`config.mk`:
```
export PLATFORM = sky130hd
export DESIGN_NAME = viper_mem_if
export DESIGN_NICKNAME = d
export VERILOG_FILES = /design/src/rtl/viper_pkg.sv /design/src/rtl/viper_addr_chk.sv /design/src/rtl/viper_mem_if.sv
export SDC_FILE = /design/constraint.sdc
export NUM_CORES = 1
export LEC_CHECK = 0
export CORE_AREA = 10 10 109 111
export CTS_CLUSTER_SIZE = 8
export DETAILED_ROUTE_END_ITERATION = 6
export DIE_AREA = 0 0 119 121
export PLACE_DENSITY_LB_ADDON = 0.08
export REMOVE_ABC_BUFFERS = 1
export SETUP_SLACK_MARGIN = 0.15
export SLEW_MARGIN = 20
export SYNTH_ARGS = -nofsm -noshare
export SYNTH_HDL_FRONTEND = slang
export SYNTH_SLANG_ARGS = --single-unit
```
`constraint.sdc`:
```
create_clock -name clock -period 3.8 [get_ports clock]
set_input_delay 0.76 -clock clock [delete_from_list [all_inputs] [get_ports clock]]
set_output_delay 0.76 -clock clock [all_outputs]
set_load 0.01 [all_outputs]
```
`src/rtl/viper_pkg.sv`:
```
// Shared VIPER definitions: bus widths, address limit and memory-interface states.
package viper_pkg;

    localparam int unsigned VIPER_ADDR_W   = 20;
    localparam int unsigned VIPER_DATA_W   = 32;
    localparam logic [31:0] VIPER_ADDR_MAX = 32'h000F_FFFF;

    typedef enum logic [1:0] {
        IDLE  = 2'd0,
        ISSUE = 2'd1,
        DONE  = 2'd2,
        ERR   = 2'd3
    } mem_state_t;

endpackage

```
`src/rtl/viper_addr_chk.sv`:
```
// Combinational range check of a 32-bit effective address against a 2^ADDR_W word space.
// Shared by the memory interface and the instruction-fetch path.
module viper_addr_chk
    import viper_pkg::*;
#(
    parameter int unsigned ADDR_W = VIPER_ADDR_W
)(
    input  logic [31:0] addr,
    output logic        legal
);

    localparam logic [31:0] LIMIT = 32'((64'd1 << ADDR_W) - 64'd1);

    // Unsigned compare over the full 32 bits
    assign legal = (addr <= LIMIT);

endmodule

```
`src/rtl/viper_mem_if.sv`:
```
// VIPER memory/IO bus interface: range-checks a core request, drives a strobe/ack
// bus and returns read data or a completion pulse; raises a sticky error.
// Optional feature: define VIPER_MEM_TIMEOUT_EN to abort ISSUE into ERR after TIMEOUT
// cycles without mem_ack.
module viper_mem_if
    import viper_pkg::*;
#(
    parameter int unsigned ADDR_W  = VIPER_ADDR_W,
    parameter int unsigned DATA_W  = VIPER_DATA_W,
    parameter int unsigned TIMEOUT = 15
)(
    input  logic              clock,
    input  logic              reset,
    input  logic              core_req,
    input  logic              core_we,
    input  logic              core_io,
    input  logic [31:0]       core_addr,
    input  logic [DATA_W-1:0] core_wdata,
    output logic [DATA_W-1:0] core_rdata,
    output logic              core_ready,
    output logic              core_busy,
    output logic              core_err,
    output logic [ADDR_W-1:0] mem_addr,
    output logic [DATA_W-1:0] mem_wdata,
    output logic              mem_rd,
    output logic              mem_wr,
    output logic              mem_io,
    input  logic [DATA_W-1:0] mem_rdata,
    input  logic              mem_ack
);

    mem_state_t        r_state;
    mem_state_t        w_state_nxt;
    logic              w_legal;
    logic              w_latch;
    logic              w_capture;
    logic              w_expire;
    logic              w_we_nxt;
    logic              w_io_nxt;
    logic              r_we;
    logic              r_io;
    logic [ADDR_W-1:0] r_mar;
    logic [DATA_W-1:0] r_wdata;
    logic [DATA_W-1:0] r_mbr;
    logic              r_ready;
    logic              r_busy;
    logic              r_err;
    logic              r_mem_rd;
    logic              r_mem_wr;
    logic              r_mem_io;

    viper_addr_chk #(.ADDR_W(ADDR_W)) u_addr_chk (
        .addr  (core_addr),
        .legal (w_legal)
    );

`ifdef VIPER_MEM_TIMEOUT_EN
    localparam int unsigned CNT_W = $clog2(TIMEOUT + 1);

    logic [CNT_W-1:0] r_cnt;

    // Expiry fires on the edge that would bring the count up to TIMEOUT
    assign w_expire = (r_cnt == CNT_W'(TIMEOUT - 1));

    // ISSUE-cycle counter: cleared on entry, advances on every un-acked ISSUE edge
    always_ff @(posedge clock or posedge reset) begin
        if (reset) begin
            r_cnt <= '0;
        end else if (w_latch) begin
            r_cnt <= '0;
        end else if ((r_state == ISSUE) && !mem_ack) begin
            r_cnt <= r_cnt + CNT_W'(1);
        end
    end
`else
    logic w_unused_timeout;

    assign w_expire         = 1'b0;
    assign w_unused_timeout = 1'(TIMEOUT == 0);
`endif

    // Next-state decode; ack has priority over timeout expiry
    always_comb begin
        w_state_nxt = r_state;
        w_latch     = 1'b0;
        w_capture   = 1'b0;
        case (r_state)
            IDLE: begin
                if (core_req) begin
                    if (w_legal) begin
                        w_state_nxt = ISSUE;
                        w_latch     = 1'b1;
                    end else begin
                        w_state_nxt = ERR;
                    end
                end
            end
            ISSUE: begin
                if (mem_ack) begin
                    w_state_nxt = DONE;
                    w_capture   = !r_we;
                end else if (w_expire) begin
                    w_state_nxt = ERR;
                end
            end
            DONE:    w_state_nxt = IDLE;
            ERR:     w_state_nxt = ERR;
            default: w_state_nxt = IDLE;
        endcase
    end

    assign w_we_nxt = w_latch ? core_we : r_we;
    assign w_io_nxt = w_latch ? core_io : r_io;

    // State register
    always_ff @(posedge clock or posedge reset) begin
        if (reset) begin
            r_state <= IDLE;
        end else begin
            r_state <= w_state_nxt;
        end
    end

    // MAR/MBR, transaction attributes and registered outputs derived from next state
    always_ff @(posedge clock or posedge reset) begin
        if (reset) begin
            r_we     <= 1'b0;
            r_io     <= 1'b0;
            r_mar    <= '0;
            r_wdata  <= '0;
            r_mbr    <= '0;
            r_ready  <= 1'b0;
            r_busy   <= 1'b0;
            r_err    <= 1'b0;
            r_mem_rd <= 1'b0;
            r_mem_wr <= 1'b0;
            r_mem_io <= 1'b0;
        end else begin
            if (w_latch) begin
                r_we    <= core_we;
                r_io    <= core_io;
                r_mar   <= core_addr[ADDR_W-1:0];
                r_wdata <= core_wdata;
            end
            if (w_capture) begin
                r_mbr <= mem_rdata;
            end
            r_ready  <= (w_state_nxt == DONE);
            r_busy   <= (w_state_nxt != IDLE);
            r_err    <= (w_state_nxt == ERR);
            r_mem_rd <= (w_state_nxt == ISSUE) && !w_we_nxt;
            r_mem_wr <= (w_state_nxt == ISSUE) && w_we_nxt;
            r_mem_io <= (w_state_nxt == ISSUE) && w_io_nxt;
        end
    end

    assign core_rdata = r_mbr;
    assign core_ready = r_ready;
    assign core_busy  = r_busy;
    assign core_err   = r_err;
    assign mem_addr   = r_mar;
    assign mem_wdata  = r_wdata;
    assign mem_rd     = r_mem_rd;
    assign mem_wr     = r_mem_wr;
    assign mem_io     = r_mem_io;

endmodule

```
* Yosys cells after proc, flatten, opt, wreduce, memory -nomap -nowiden
Index checks and enable logic that the tools add are counted.
Word-level totals: flip-flop bits (word level) 94, bits in latches 0, memory bits (writable) 0, ROM bits 0, memories 0
Cells by class: $add $sub $neg 0, multipliers 0, div/mod/pow operators 0, order comparisons 1, equal/unequal tests 6, shift operators 0, mux-type cells 11, bitwise logic cells 0, reduce and logical (&&, ||, !) cells 7
Operators with widths (number):
- 32-bit by 20-bit <= comparator with 1-bit output (second input constant) | 1
- 2-bit == test (second input constant) | 4
- 2-bit one-hot mux with 4 select lines | 1
- 1-bit two-way mux | 7
- 2-bit two-way mux | 3
- 2-bit by 1-bit == test with 1-bit output (second input constant) | 2
- 1-bit logical AND | 3
- 1-bit logical NOT | 2
- 2-bit logical NOT | 1
- 2-bit nonzero test | 1

* Longest topological paths before layout
Gate-level depths: netlist (run 1).
depth in word-level cells 7, depth in mapped cells 5, depth with buffers taken out 3

* Hierarchy
Synthesis (run 1) repeated with hierarchy kept, for this count alone.
Second synthesis, totals: cell total of the unflattened synthesis 212, area total of the unflattened synthesis 3702.3 µm²
Modules (own cells, without submodules):
- viper_mem_if | times used 1, cells each 208, area each 3677.3 µm², seq. area each 2352.3 µm²
- viper_addr_chk | times used 1, cells each 4, area each 25.0 µm², seq. area each 0.0 µm²

* Worst setup path before layout (run 1)
Ideal clock, no wire load.
path type input port to flip-flop, from in core_addr[31], to reg r_mar[10] (netlist: mem_addr[10]), arrival time 1.826 ns, required time 3.675 ns, slack 1.848 ns, stages 5, cell sequence nor4_2 nand4_1 buf_4 buf_6 mux2_4
On the way: cells in the longest elaborated chain, start to end 4
Ends and longest elaborated chain:
- start: declaration | RTL line viper_mem_if.sv:17 | input logic [31:0] core_addr,
- 32-bit by 20-bit <= comparator with 1-bit output | RTL line viper_addr_chk.sv:15 | assign legal = (addr <= LIMIT);
- 1-bit two-way mux | RTL line viper_mem_if.sv:90 | if (w_legal) begin
- 1-bit two-way mux | RTL line viper_mem_if.sv:89 | if (core_req) begin
- 1-bit two-way mux | RTL line viper_mem_if.sv:87 | case (r_state)
- end signal: assignment | RTL line viper_mem_if.sv:142 | r_mar <= core_addr[ADDR_W-1:0];
- end: declaration | RTL line viper_mem_if.sv:42 | logic [ADDR_W-1:0] r_mar;
Every way passes these cells. A chain may end at the register's enable or synchronous reset.

* Worst setup path in the final report (run 1)
from in mem_ack, to reg r_mbr[30] (netlist: core_rdata[30])
On the way: cells in the longest elaborated chain, start to end 2
Ends and longest elaborated chain:
- start: declaration | RTL line viper_mem_if.sv:29 | input logic mem_ack
- 1-bit two-way mux | RTL line viper_mem_if.sv:99 | if (mem_ack) begin
- 1-bit two-way mux | RTL line viper_mem_if.sv:87
- end signal: assignment | RTL line viper_mem_if.sv:146 | r_mbr <= mem_rdata;
- end: declaration | RTL line viper_mem_if.sv:44 | logic [DATA_W-1:0] r_mbr;
Every way passes these cells.

==> results of run 1 <==
[layout make-up]
class                   instances  area (sq um)  area share
clock buffers                  11           141      0.0234
repair buffers                195          1970       0.325
well taps                     133           166      0.0275
multi-input cells             107          1340       0.222
flip-flops and latches         94          2350       0.389
inverters                       4          17.5     0.00290
clock inverters                 5          58.8     0.00973
[Yosys cell counts, drive strengths merged]
library cell,count,area (sq um)
and3b,1,8.76
nor4,3,37.5
mux2,86,1180
inv,4,15.0
nor3b,2,15.0
dfrtp,94,2350
or3b,1,8.76
a31oi,1,6.26
nor2b,2,12.5
nand4,1,6.26
nand2,2,7.51
a21o,2,15.0
o21ai,4,20.0
nand2b,2,12.5
buf,10,90.1
[cell families after synthesis]
logic type | count (synthesis) | synth area share
simple gates | 14 | 0.0287
buf+inv | 14 | 0.0277
flops | 94 | 0.621
compound gates | 7 | 0.0109
mux | 86 | 0.312
[per-stage QoR]
step	utilization	TNS, ps	area [sq um]	instances
final	0.627	0	6040	549
after global routing	0.627	0	6040	549
after CTS	0.627	0	6040	549
after detailed placement	0.606	0	5840	533
after global placement	0.606	0	5840	533
after floorplan	-	-18940	3700	205
[state kept, by name (all words and copies together), names as in the netlist]
signal and flops:
mem_wr 1, mem_io 1, mem_wdata 32, core_busy 1, mem_rd 1, core_err 1, mem_addr 20, r_we 1
r_io 1, r_state 2, core_ready 1, core_rdata 32
[metal layers]
metal | track usage | part of all wire
met1 | 0.164 | 0.41
met2 | 0.226 | 0.49
met3 | 0.0512 | 0.077
met4 | 0.0557 | 0.019
met5 | 0 | 0
[worst max path at each step]
stage,start,to,slack (ps),cells past startpoint
after floorplan,core_addr[31],mem_addr[19]$_DFFE_PP0N_,-350,3
after global placement,mem_ack,core_rdata[30]$_DFFE_PP0P_,1060,5
after detailed placement,mem_ack,core_rdata[30]$_DFFE_PP0P_,1020,5
after CTS,mem_ack,core_rdata[30]$_DFFE_PP0P_,1400,5
after global routing,mem_ack,core_rdata[31]$_DFFE_PP0P_,1330,5
final,mem_ack,core_rdata[30]$_DFFE_PP0P_,1390,5
[critical path, stage by stage]
cell and delay, ps:
clkdlybuf4s50_1 500, and3b_1 210, nor2b_4 540, buf_12 270
mux2_2 350
[power groups by stage]
| stage | registers [mW] | clock network [mW] | logic (mW) |
|---|---|---|---|
| after floorplan | 1.42 | 0 | 0.426 |
| after global placement | 1.34 | 0 | 1.09 |
| after detailed placement | 1.34 | 0 | 1.10 |
| after CTS | 1.33 | 0.699 | 1.10 |
| after global routing | 1.35 | 0.732 | 1.14 |
| final | 1.33 | 0.664 | 1.08 |
==> impl_metrics.toml, run 1 <==
[status]
outcome = "finished clean"

[setup_path]
reg2reg_slack_ps = 1800
timing.rr.start = "r_state[1]$_DFF_PP0_"
worst-path-max-fanout = 19
end_kind = "flip-flop"
arrival_ps = 2640
cp-start-kind = "input pin"
r2r-end = "core_rdata[30]$_DFFE_PP0P_"
path_class = "input pin to flip-flop"
ff2ff_path_depth = 4
worstPathRequired_ps = 4030

[clock_network]
cts_tree = "yes"
cts.sinks = 94
cts_root_buffer = "clkbuf_8"
h-tree-depth = 3
clk-insertion-delay-late_ps = 350
cts_buffers = 9
path_clk_slew_ps = 80
cts_buffer_depth = 2
holdBufCountCts = 0
cts_resized = 0
cts_setup_buffers = 0

[synth]
syn_area_sq_um = 3790
synthCells = 215
syn_area_per_cell_sq_um = 17.6
yosys_warnings = 0
synth_seq_cells = 94
yosysSeqAreaShare = 0.621
synth_cell_types = 18

[die]
start_util = 0.393
boundaryPins = 192
rows = 36
dieArea_sq_um = 14400
die_h_microns = 121
coreArea_sq_um = 9640
die_w_microns = 119

[finish]
mostFrequentLayoutCells = "clkdlybuf4s50_1 (191), dfrtp_1 (94), mux2_4 (57), mux2_2 (29), clkbuf_8 (10)"
area_growth_pct = 59.5
fillCellCount = 764
nets = 513
final_common_cell = "clkdlybuf4s50_1"
n_antenna_cell = 0
layout-drive-gt1-share = 0.267

[power]
p_clk_frac = 0.216
seqPwrFrac = 0.431
combinationalPowerShare = 0.352
p_int_mw = 2.25
p_switching_uw = 818
p_leak_nw = 2.79
power_mw = 3.07
powerDensity_nw_per_um2 = 508
peakVddDrop_mv = 0.303
switching_share = 0.266

[grt]
antenna_found_initial = 0
grt_pass1_wl_microns = 15700
grt_pass1_vias = 2727
grt_overflow = 0
track_usage = 0.139
grt_max_degree = 58

[placement]
globalplace.congestion = 0.736
dpl_worst_slack_ps = 1020
dp_hpwl_microns = 7990
port_buffers = 191

[worst_hold_path]
min_path_type = "flip-flop to flip-flop"
min_delay_path_depth = 2
min_to = "mem_io$_DFF_PP0_"
worstHoldStart = "r_io$_DFF_PP0_"

[drt]
avgRoutedWirePerCell_microns = 18.6
vias_per_cell = 4.53
drtAntennaViolNets = 0
drc = 0
drt_iter0_drc = 88
dr.pass1.iters = 4
vias = 2488
wl_microns = 10200

[flow_run]
drv_cap = 0

[sta]
finalSetupViolCount = 0
min_period_ps = 2410
slew-limit-headroom = 0.601
post-route-period-util = 0.633
layout_setup_ws_ps = 1390
rsz0062_at_grt = "false"
tightest_slew_ps = 597
hold_viol_final = 0
holdWs_ps = 498
slew_violations = 0
skew_ps = 8.28
fmaxAchievable_mhz = 416
No activity file was read; power rests on OpenSTA's default activity.
==> run 2: changes to the inputs <==
Clock period 3.8 ns to 2.45 ns, I/O delays scaled along.
==> run 2 against run 1 <==
Against the previous run:
- setup slack worse by 790 ps
- final cell count fell by 0.18%
- clock power grew 70%
- via count fell by 1.4%
- global-route usage up 0.15 points
- critical path type unchanged
- critical endpoint is now mem_addr[1]$_DFFE_PP0N_
==> impl_metrics.toml, run 2 (same netlist as run 1, synthesis figures left out) <==
[power]
peakVddDrop_mv = 0.581
p_leak_nw = 2.80
power_mw = 4.86
powerDensity_nw_per_um2 = 802

[setup_path]
cp_slowest_cell = "clkdlybuf4s50_1"
crit_chain = "clkdlybuf4s50_1 > nor4_2 > nand4_1 > buf_12 > mux2_4"
worst-path-max-fanout = 57
max_stage_delay_ps = 420
worstPathRequired_ps = 2700
setup.worst_path.start = "core_addr[31]"
end_kind = "flip-flop"
timing.rr.start = "r_state[1]$_DFF_PP0_"
cp-start-kind = "input pin"
arrival_ps = 2090
path_class = "input pin to flip-flop"

[sta]
holdWs_ps = 379
skew_ps = 8.03
hold_viol_final = 0
fin_tns_setup_ps = 0
slew_violations = 0
tightest_slew_ps = 434
post-route-period-util = 0.753
fmaxAchievable_mhz = 542
rsz0062_at_grt = "false"
layout_setup_ws_ps = 606
min_period_ps = 1840
finalSetupViolCount = 0
slew-limit-headroom = 0.710

[clock_network]
h-tree-depth = 3
path_clk_slew_ps = 90
holdBufCountCts = 0
cts.sinks = 94
cts_buffers = 9
cts_resized = 0
cts_setup_buffers = 0
cts_buffer_depth = 2
cts_root_buffer = "clkbuf_8"
clk-insertion-delay-late_ps = 360
cts_tree = "yes"

[finish]
final_area_sq_um = 6060
layout-drive-gt1-share = 0.260
nets = 512
mostFrequentLayoutCells = "clkdlybuf4s50_1 (191), dfrtp_1 (94), mux2_4 (57), mux2_2 (29), clkbuf_8 (10)"
final_common_cell = "clkdlybuf4s50_1"
n_antenna_cell = 0
fin_cells = 548
area_growth_pct = 60.0
fin_util = 0.629

[placement]
placed_cell_area_sq_um = 5850
port_buffers = 191
dpl.cell_count = 532
dpl_worst_slack_ps = 240
dp_hpwl_microns = 7940
globalplace.congestion = 0.705

[die]
dieArea_sq_um = 14400
boundaryPins = 192
die_h_microns = 121
start_util = 0.393
die_w_microns = 119
coreArea_sq_um = 9640
rows = 36

[drt]
wl_microns = 10300
drtAntennaViolNets = 0
drt_iter0_drc = 81
vias_per_cell = 4.47
dr.pass1.iters = 4
vias = 2452
avgRoutedWirePerCell_microns = 18.9
drc = 0

[grt]
grt_pass1_vias = 2698
grt_overflow = 0
grt_max_degree = 84
track_usage = 0.141
grt_pass1_wl_microns = 15800
antenna_found_initial = 0

[flow_run]
drv_cap = 0

[worst_hold_path]
min_path_type = "input pin to async pin"

[status]
outcome = "finished clean"
-- run 2: worst max-delay path, delay by kind of cell --
kind	cells	cell delay (ps)
buffers and inverters	2	660
and+or+nand+nor	2	520
muxes	1	350
-- run 2: per-layer routing --
| metal | vias to the layer above | global-route usage | routed length [microns] |
|---|---|---|---|
| li1 | 1136 | - | - |
| met1 | 1215 | 0.157 | 3990 |
| met2 | 93 | 0.233 | 5300 |
| met3 | 8 | 0.0610 | 923 |
| met4 | 0 | 0.0550 | 138 |
| met5 | - | 0 | 0 |
-- run 2: layout make-up --
type,count,area (sq um)
Clock buffer,13,149
Multi-Input combinational cell,107,1340
Clock inverter,3,67.6
Timing Repair Buffer,194,1970
Inverter,4,17.5
Tap cell,133,166
Sequential cell,94,2350
Fill cell,773,3570
-- run 2: worst paths after layout --
path | endpoint | slack [ps] | depth (start not counted)
worst max-delay path | mem_addr[1]$_DFFE_PP0N_ | 610 | 5
worst min-delay path | mem_addr[5]$_DFFE_PP0N_ | 380 | 2
worst max register to register | core_rdata[30]$_DFFE_PP0P_ | 820 | 4
worst min register to register | mem_io$_DFF_PP0_ | 510 | 2
max in group asynchronous | core_rdata[30]$_DFFE_PP0P_ | 1410 | 3
min in group clock | mem_io$_DFF_PP0_ | 510 | 2
-- run 2: power breakdown --
part | internal, mW | switching, mW | total, mW
Sequential | 1.87 | 0.177 | 2.04
Combinational | 1.13 | 0.560 | 1.69
Clock | 0.605 | 0.524 | 1.13
==> run 3: changes to the inputs <==
Clock period 2.45 ns to 1.7 ns, I/O delays scaled along.
==> run 3 against run 2 <==
Against the previous run:
- design area is 6.9% higher
- critical endpoint is now mem_wdata[30]$_DFFE_PP0N_
- count of clock-buffer cells in the layout shrank 3
- global-route usage grew 1.2 points
- hold slack got worse by 88 ps
- first-iteration DRC count up 27%
- core utilization grew 4.4 points
- register-to-register slack worse by 820 ps
- die area did not move
- setup slack got worse by 600 ps
- sequential share of layout area is 2.5 points lower
- combinational power rose by 46%
- power rose by 41%
==> impl_metrics.toml, run 3 (same netlist as run 1, synthesis figures left out) <==
[status]
outcome = "finished clean"

[drt]
drc = 0
wl_microns = 11700
dr.pass1.iters = 4
drtAntennaViolNets = 0
vias_per_cell = 4.56
avgRoutedWirePerCell_microns = 20.2
drt_iter0_drc = 103
vias = 2651

[die]
die_h_microns = 121
die_w_microns = 119
coreArea_sq_um = 9640
dieArea_sq_um = 14400
start_util = 0.393
boundaryPins = 192
rows = 36

[placement]
dpl.cell_count = 544
globalplace.congestion = 0.723
dp_hpwl_microns = 8220
port_buffers = 191

[finish]
regArea_sq_um = 2350
final_common_cell = "dlygate4sd2_1"
n_antenna_cell = 0
fillCellCount = 766
area_growth_pct = 71.1
mostFrequentLayoutCells = "dlygate4sd2_1 (100), dfrtp_1 (94), clkdlybuf4s50_1 (88), mux2_4 (86), buf_4 (20)"
fin_cells = 581
layout-drive-gt1-share = 0.324
multi_input_area_sq_um = 1480
nets = 546

[sta]
fmaxAchievable_mhz = 590
holdWs_ps = 291
hold_viol_final = 0
tightest_slew_ps = 385
slew-limit-headroom = 0.743
min_period_ps = 1700
skew_ps = 9.09
slew_violations = 0
post-route-period-util = 0.998
rsz0062_at_grt = "true"
finalSetupViolCount = 0

[grt]
track_usage = 0.153
grt_overflow = 0
grt_max_degree = 33
grt_pass1_wl_microns = 17300
met3_usage = 0.0544
top_usage_layer = "met2"
antenna_found_initial = 0
grt_use_met1 = 0.176
grt_pass1_vias = 2899
met2_usage = 0.266

[setup_path]
worst-path-max-fanout = 8
arrival_ps = 1930
cp_slowest_cell = "dfrtp_1"
crit_chain = "nor3b_2 > nand4_1 > buf_6 > buf_12 > buf_16 > mux2_4"
cp-start-kind = "flip-flop"
end_kind = "flip-flop"
setup.worst_path.start = "r_state[1]$_DFF_PP0_"
max_stage_delay_ps = 420
worstPathRequired_ps = 1930
path_class = "flip-flop to flip-flop"
timing.rr.start = "r_state[1]$_DFF_PP0_"

[power]
peakVddDrop_mv = 0.747
p_leak_nw = 3.47
powerDensity_nw_per_um2 = 1060

[clock_network]
clk-insertion-delay-late_ps = 340
path_clk_slew_ps = 90
holdBufCountCts = 0
cts.sinks = 94
cts_root_buffer = "clkbuf_8"
cts_tree = "yes"
cts_buffers = 9
h-tree-depth = 3
cts_buffer_depth = 2

[flow_run]
drv_cap = 0

[worst_hold_path]
min_path_type = "input pin to async pin"
==> run 3: cell count changes in the layout (fill, tap and decap cells not counted), sizes merged, moves of 3 or more <==
cell / before / now
clkdlybuf4s50: 191 / 88
clkdlybuf4s15: 0 / 3
dlygate4sd2: 0 / 100
buf: 3 / 35
==> run 3: worst max-delay path, delay by kind of cell, from the launching register on <==
kind / cells / cell delay [ps]
flops: 1 / 420
buf+inv: 3 / 460
mux: 1 / 300
simple gates: 2 / 390
==> run 3: power breakdown <==
part | switching (mW) | total (mW) | internal (mW)
logic | 0.910 | 2.47 | 1.56
registers | 0.240 | 2.93 | 2.69
clock network | 0.766 | 1.44 | 0.676
==> run 3: per-layer routing <==
metal | vias to the layer above | routed length, microns
met5 | - | 0
met4 | 0 | 110
met3 | 10 | 762
met2 | 96 | 6040
met1 | 1339 | 4830
li1 | 1206 | -
==> run 3: worst paths after layout <==
kind                            cells after the start  slack, ps                    endpoint
worst max-delay path                                6          4   mem_wdata[30]$_DFFE_PP0N_
min in group clock                                  3        480         core_busy$_DFF_PP0_
worst max register to register                      6          4   mem_wdata[30]$_DFFE_PP0N_
worst min-delay path                                2        290    mem_wdata[0]$_DFFE_PP0N_
worst min register to register                      2        510            mem_io$_DFF_PP0_
max in group asynchronous                           3        950  core_rdata[30]$_DFFE_PP0P_
==> run 3: final cells by class <==
cell class                      count  share of cell area
Tap cell                          133              0.0257
Timing Repair Buffer              228               0.352
Inverter                            4             0.00270
Multi-Input combinational cell    107               0.228
Clock buffer                       10              0.0197
Sequential cell                    94               0.363
Clock inverter                      5             0.00907
==> run 3: timing repair <==
action                     CTS  global route
resized for setup          112            42
setup buffers               16             1
pin swaps                    4             3
setup endpoints to repair  167            87
gates cloned                 3             2
==> run 3: metrics by stage <==
stage          worst slack (ps)   util  area, sq um  total power [mW]  TNS [ps]
4_1_cts                     113  0.648         6250              6.76         0
6_report                   3.90  0.673         6480              6.85         0
2_1_floorplan             -2030      -         3700              4.13   -270940
3_5_place_dp               -340  0.617         5950              5.54    -24330
3_3_place_gp               -298  0.617         5950              5.50    -21350
5_1_grt                   -17.4  0.673         6480              7.21      -119
